===== src/rtl/button_conditioner.sv =====
// button_conditioner: synchronises and debounces one raw push-button, then
// produces a clean level plus single-cycle press/release/long/repeat pulses
// and a wrapping tally of accepted presses.
//
// Handshake note: this block has no valid/ready interfaces. Every pulse output
// is a registered, one-cycle strobe. Consumers sample it on the next posedge
// and do not apply backpressure.
module button_conditioner #(
  parameter int SYNC_STAGES     = 2,
  parameter int DEBOUNCE_CYCLES = 4,
  parameter int HOLD_CYCLES     = 8,
  parameter int REPEAT_CYCLES   = 4,
  parameter int COUNT_W         = 8
) (
  input  logic               clk,
  input  logic               rst,
  input  logic               button,
  output logic               btn_level,
  output logic               press_pulse,
  output logic               release_pulse,
  output logic               long_pulse,
  output logic               repeat_pulse,
  output logic [COUNT_W-1:0] press_count
);

  localparam int DB_W   = $clog2(DEBOUNCE_CYCLES);
  localparam int HOLD_W = $clog2(HOLD_CYCLES);
  localparam int RPT_W  = (REPEAT_CYCLES > 1) ? $clog2(REPEAT_CYCLES) : 1;

  localparam logic [DB_W-1:0]   DB_LAST   = DB_W'(DEBOUNCE_CYCLES - 1);
  localparam logic [HOLD_W-1:0] HOLD_LAST = HOLD_W'(HOLD_CYCLES - 1);
  localparam logic [RPT_W-1:0]  RPT_LAST  = RPT_W'(REPEAT_CYCLES - 1);

  typedef enum logic [2:0] {
    IDLE        = 3'd0,
    PRESS_CHK   = 3'd1,
    PRESSED     = 3'd2,
    HELD        = 3'd3,
    RELEASE_CHK = 3'd4
  } state_t;

  logic [SYNC_STAGES-1:0] sync_q;
  logic                   s;

  state_t              state, state_n;
  logic [DB_W-1:0]     db_cnt, db_cnt_n;
  logic [HOLD_W-1:0]   hold_cnt, hold_cnt_n;
  logic [RPT_W-1:0]    rpt_cnt, rpt_cnt_n;
  logic                was_held, was_held_n;
  logic                press_n, release_n, long_n, repeat_n, level_n;
  logic [COUNT_W-1:0]  count_n;

  // Synchroniser chain: the raw button enters at bit 0 and s is the oldest flop.
  always_ff @(posedge clk) begin
    if (rst) sync_q <= '0;
    else     sync_q <= {sync_q[SYNC_STAGES-2:0], button};
  end

  assign s = sync_q[SYNC_STAGES-1];

  // State, counters and registered outputs.
  always_ff @(posedge clk) begin
    if (rst) begin
      state         <= IDLE;
      db_cnt        <= '0;
      hold_cnt      <= '0;
      rpt_cnt       <= '0;
      was_held      <= 1'b0;
      btn_level     <= 1'b0;
      press_pulse   <= 1'b0;
      release_pulse <= 1'b0;
      long_pulse    <= 1'b0;
      repeat_pulse  <= 1'b0;
      press_count   <= '0;
    end else begin
      state         <= state_n;
      db_cnt        <= db_cnt_n;
      hold_cnt      <= hold_cnt_n;
      rpt_cnt       <= rpt_cnt_n;
      was_held      <= was_held_n;
      btn_level     <= level_n;
      press_pulse   <= press_n;
      release_pulse <= release_n;
      long_pulse    <= long_n;
      repeat_pulse  <= repeat_n;
      press_count   <= count_n;
    end
  end

  // Next-state, counter updates and the next values of the outputs.
  // hold_cnt and rpt_cnt are left untouched in RELEASE_CHK, so a short release
  // glitch pauses long-press/repeat timing instead of restarting it.
  always_comb begin
    state_n    = state;
    db_cnt_n   = db_cnt;
    hold_cnt_n = hold_cnt;
    rpt_cnt_n  = rpt_cnt;
    was_held_n = was_held;
    press_n    = 1'b0;
    release_n  = 1'b0;
    long_n     = 1'b0;
    repeat_n   = 1'b0;
    count_n    = press_count;

    case (state)
      IDLE: begin
        if (s) begin
          state_n  = PRESS_CHK;
          db_cnt_n = DB_W'(1);
        end
      end
      PRESS_CHK: begin
        if (!s) begin
          state_n  = IDLE;
          db_cnt_n = '0;
        end else if (db_cnt == DB_LAST) begin
          state_n    = PRESSED;
          db_cnt_n   = '0;
          hold_cnt_n = '0;
          press_n    = 1'b1;
          count_n    = press_count + COUNT_W'(1);
        end else begin
          db_cnt_n = db_cnt + DB_W'(1);
        end
      end
      PRESSED: begin
        if (!s) begin
          state_n    = RELEASE_CHK;
          db_cnt_n   = DB_W'(1);
          was_held_n = 1'b0;
        end else if (hold_cnt == HOLD_LAST) begin
          state_n   = HELD;
          rpt_cnt_n = '0;
          long_n    = 1'b1;
        end else begin
          hold_cnt_n = hold_cnt + HOLD_W'(1);
        end
      end
      HELD: begin
        if (!s) begin
          state_n    = RELEASE_CHK;
          db_cnt_n   = DB_W'(1);
          was_held_n = 1'b1;
        end else if (rpt_cnt == RPT_LAST) begin
          rpt_cnt_n = '0;
          repeat_n  = 1'b1;
        end else begin
          rpt_cnt_n = rpt_cnt + RPT_W'(1);
        end
      end
      RELEASE_CHK: begin
        if (s) begin
          state_n  = was_held ? HELD : PRESSED;
          db_cnt_n = '0;
        end else if (db_cnt == DB_LAST) begin
          state_n   = IDLE;
          db_cnt_n  = '0;
          release_n = 1'b1;
        end else begin
          db_cnt_n = db_cnt + DB_W'(1);
        end
      end
      default: begin
        state_n  = IDLE;
        db_cnt_n = '0;
      end
    endcase

    level_n = (state_n == PRESSED) || (state_n == HELD) || (state_n == RELEASE_CHK);
  end

endmodule


===== config.mk =====
export PLATFORM = sky130hd
export DESIGN_NAME = button_conditioner
export DESIGN_NICKNAME = d
export VERILOG_FILES = /design/src/rtl/button_conditioner.sv
export SDC_FILE = /design/constraint.sdc
export NUM_CORES = 1
export LEC_CHECK = 0
export ABC_AREA = 1
export ABC_CLOCK_PERIOD_IN_PS = 2600
export BUFFER_PORTS_ARGS = -buffer_cell sky130_fd_sc_hd__buf_2
export CAP_MARGIN = 40
export CORE_ASPECT_RATIO = 1.1
export CORE_UTILIZATION = 50
export CTS_CLUSTER_DIAMETER = 40
export DETAILED_ROUTE_END_ITERATION = 16
export PLACE_DENSITY = 0.66
export SYNTH_ARGS = -nofsm -noshare
export SYNTH_HDL_FRONTEND = slang
export SYNTH_SLANG_ARGS = --single-unit

===== constraint.sdc =====
create_clock -name clk -period 2.6 [get_ports clk]
set_clock_uncertainty 0.15 [all_clocks]
set_input_delay 0.13 -clock clk [delete_from_list [all_inputs] [get_ports clk]]
set_output_delay 0.13 -clock clk [all_outputs]
set_load 0.02 [all_outputs]

==> flow_metrics.py <==
metrics = {
    "drt": {
        "avgRoutedWirePerCell_um": 10.7,
        "drt-total-wl_mm": 2.41,
        "firstDrtPassIters": 4,
        "antenna_left": 0,
        "avgViaCountPerCell": 5.11,
        "drcViolationCount": 0,
        "num_vias": 1154,
        "initialDrtViolationCount": 30,
    },
    "synthesis": {
        "syn_avg_cell_area_um2": 6.98,
        "netlist.area_leader.share_pct": 41.6,
        "ys_warn_count": 0,
        "synthCells": 179,
        "netlist_area_um2": 1250,
        "synth_area_leaders": "dfxtp_1, nand2_1, nor2_1",
        "yosysUniqueCellTypes": 21,
        "synth-seq-area-share_pct": 41.6,
        "synth_fp_nets": 187,
        "synth-seq-cells": 26,
        "synth_largest_area_cell": "dfxtp_1",
    },
    "power_and_ir_drop": {
        "vdd_drop_max_uv": 395,
        "p_per_area_nw_per_um2": 450,
        "leakagePower_uw": 0.000657,
    },
    "hold_path": {
        "worstHoldStart": "rst",
        "hold_class": "input pin to flip-flop",
        "min_path_cells": 2,
        "min_to": "press_count[5]",
    },
    "global_routing": {
        "grt_pass1_wl_mm": 3.86,
        "grtUsageTotal_pct": 18.5,
        "grt_pass1_vias": 929,
        "antenna_found_initial": 0,
        "grt_max_degree": 15,
        "globalRouteOverflowTotal": 0,
    },
    "critical_path": {
        "r2r-end": "rpt_cnt[1]",
        "rrSetupSlack_ns": 0.98,
        "path_class": "flip-flop to flip-flop",
        "cp_slowest_stage_delay_ns": 0.36,
        "worst_r2r_path_depth": 6,
        "crit_family": "compound AO/OA/AOI/OAI gates",
        "cp-start-kind": "flip-flop",
        "critPathLaunch": "hold_cnt[0]",
        "cp.arrival_ns": 1.69,
        "end_kind": "flip-flop",
        "crit_buf_inv": 1,
        "cp_slowest_cell": "dfxtp_1",
        "crit_chain": "ha_1 > ha_1 > o211ai_1 > inv_1 > o21ai_0 > nor2_1",
        "critPathMostFrequentCell": "ha_1",
        "crit_fanout": 5,
        "required_ns": 2.67,
        "r2r_start": "hold_cnt[0]",
    },
    "placement": {
        "gp_congestion": 0.914,
        "placed_area_um2": 1350,
        "portBuffers": 15,
        "dp.final_hpwl_mm": 1.84,
    },
    "clock_tree": {
        "cts_tree": "yes",
        "clk_pin_slew_ns": 0.14,
        "cts_buffer_depth": 2,
        "cts_made_buffers": 3,
        "h-tree-depth": 1,
        "clock_latency_ns": 0.31,
        "cts.sinks": 26,
        "cts.repair.resized": 0,
        "clockRootBuffer": "clkbuf_4",
    },
    "finish": {
        "fill_cells": 230,
        "seq_area_um2": 520,
        "n_antenna_cell": 0,
        "final_cell_area_um2": 1390,
        "drive_gt1_share_pct": 13.8,
        "utilization_pct": 60.6,
        "multi_input_area_um2": 627,
        "most-common-layout-cells": "nand2_1, dfxtp_1, nor2_1",
        "nets": 205,
        "syn_to_final_growth_pct": 11.4,
        "final_common_cell": "nand2_1",
    },
    "floorplan": {
        "die_x_um": 49.7,
        "coreArea_um2": 2300,
        "die_h_um": 54.4,
        "ios": 16,
        "rows": 18,
        "start_util_pct": 54.4,
        "die-area_um2": 2700,
    },
    "outcome": {
        "status": "finished, final reports clean",
    },
    "sta": {
        "clock.fmax_mhz": 618,
        "hold_slack_ns": 0.00746,
        "relSlewSlack_pct": 74.7,
        "finalSetupTns_ns": 0,
        "tightest_slew_ns": 0.378,
        "min_period_over_period_pct": 62.2,
        "setup_viol": 0,
        "finalCriticalPeriod_ns": 1.62,
        "hold_viol": 0,
        "rsz0062_at_grt": "no",
        "slew_violations": 0,
    },
    "flow_run": {
        "cap_violations": 0,
    },
}
## worst max-delay path by stage
stage	endpoint	cells after the start	slack, ns
finish	rpt_cnt[1]	6	0.98
floorplan	rpt_cnt[1]	6	1.14
global placement	rpt_cnt[0]	6	1.02
detailed placement	rpt_cnt[1]	6	1.01
CTS	rpt_cnt[1]	6	0.98
global route	rpt_cnt[1]	6	0.84
## metal layers
| metal | up-vias | GRT usage (%) | share of wire, % |
|---|---|---|---|
| met5 | - | 0 | 0 |
| met4 | 0 | 4.76 | 0.62 |
| met3 | 2 | 3.33 | 3.1 |
| met2 | 14 | 33.6 | 47 |
| met1 | 534 | 22.9 | 49 |
| li1 | 604 | - | - |
## where the power goes
group	total [uW]	switching (uW)	internal (uW)
clock network	200	114	85.4
registers	405	3.76	401
logic	22.4	14.9	7.48
## synth_stat cells
library cell,count
inv_2,1
nor2_1,24
ha_1,5
clkbuf_1,1
o21ai_1,1
nand2_1,47
nand2_2,4
nor2_2,1
a21oi_1,13
nor3_4,1
xor2_1,3
buf_2,1
nor3_1,5
nand3_1,12
dfxtp_1,26
buf_4,1
nand4_1,2
inv_1,22
o211ai_1,2
nor2_4,1
o21ai_0,6
## timing repair
action,in CTS,in global routing
buffers inserted,0,0
endpoints found under the hold margin,1,0
hold buffers,1,0
endpoints found under the setup margin,0,0
## stage by stage
step / setup slack, ns / power [uW] / cells
after floorplan: 1.14 / 430 / 179
after global placement: 1.02 / 435 / 221
after detailed placement: 1.01 / 435 / 221
after CTS: 0.976 / 631 / 226
after global routing: 0.835 / 651 / 226
final: 0.983 / 627 / 226
## kinds of logic (layout without fill, tap and decap cells)
family,count (synthesis),in the layout,synth area share (%)
adders and majority gates,5,5,5.01
and+or+nand+nor,97,97,33.8
DFF,26,26,41.6
buffers and inverters,26,43,8.21
xor gates and xnor gates,3,3,2.10
AOI/OAI and AO/OA,22,22,9.21
## flip-flops by register name, summed over array words and instances (netlist names)
register       cells
press_count        8
hold_cnt           3
state              3
db_cnt             2
rpt_cnt            2
sync_q             2
btn_level          1
long_pulse         1
press_pulse        1
release_pulse      1
repeat_pulse       1
was_held           1
## area by class of cell
class	instances	share of cell area (%)
multi-input cells	127	45.0
flip-flops and latches	26	37.4
inverters	23	6.20
repair buffers	16	6.11
well taps	30	2.70
clock buffers	4	2.61
Power figures use the tool's default switching activity.
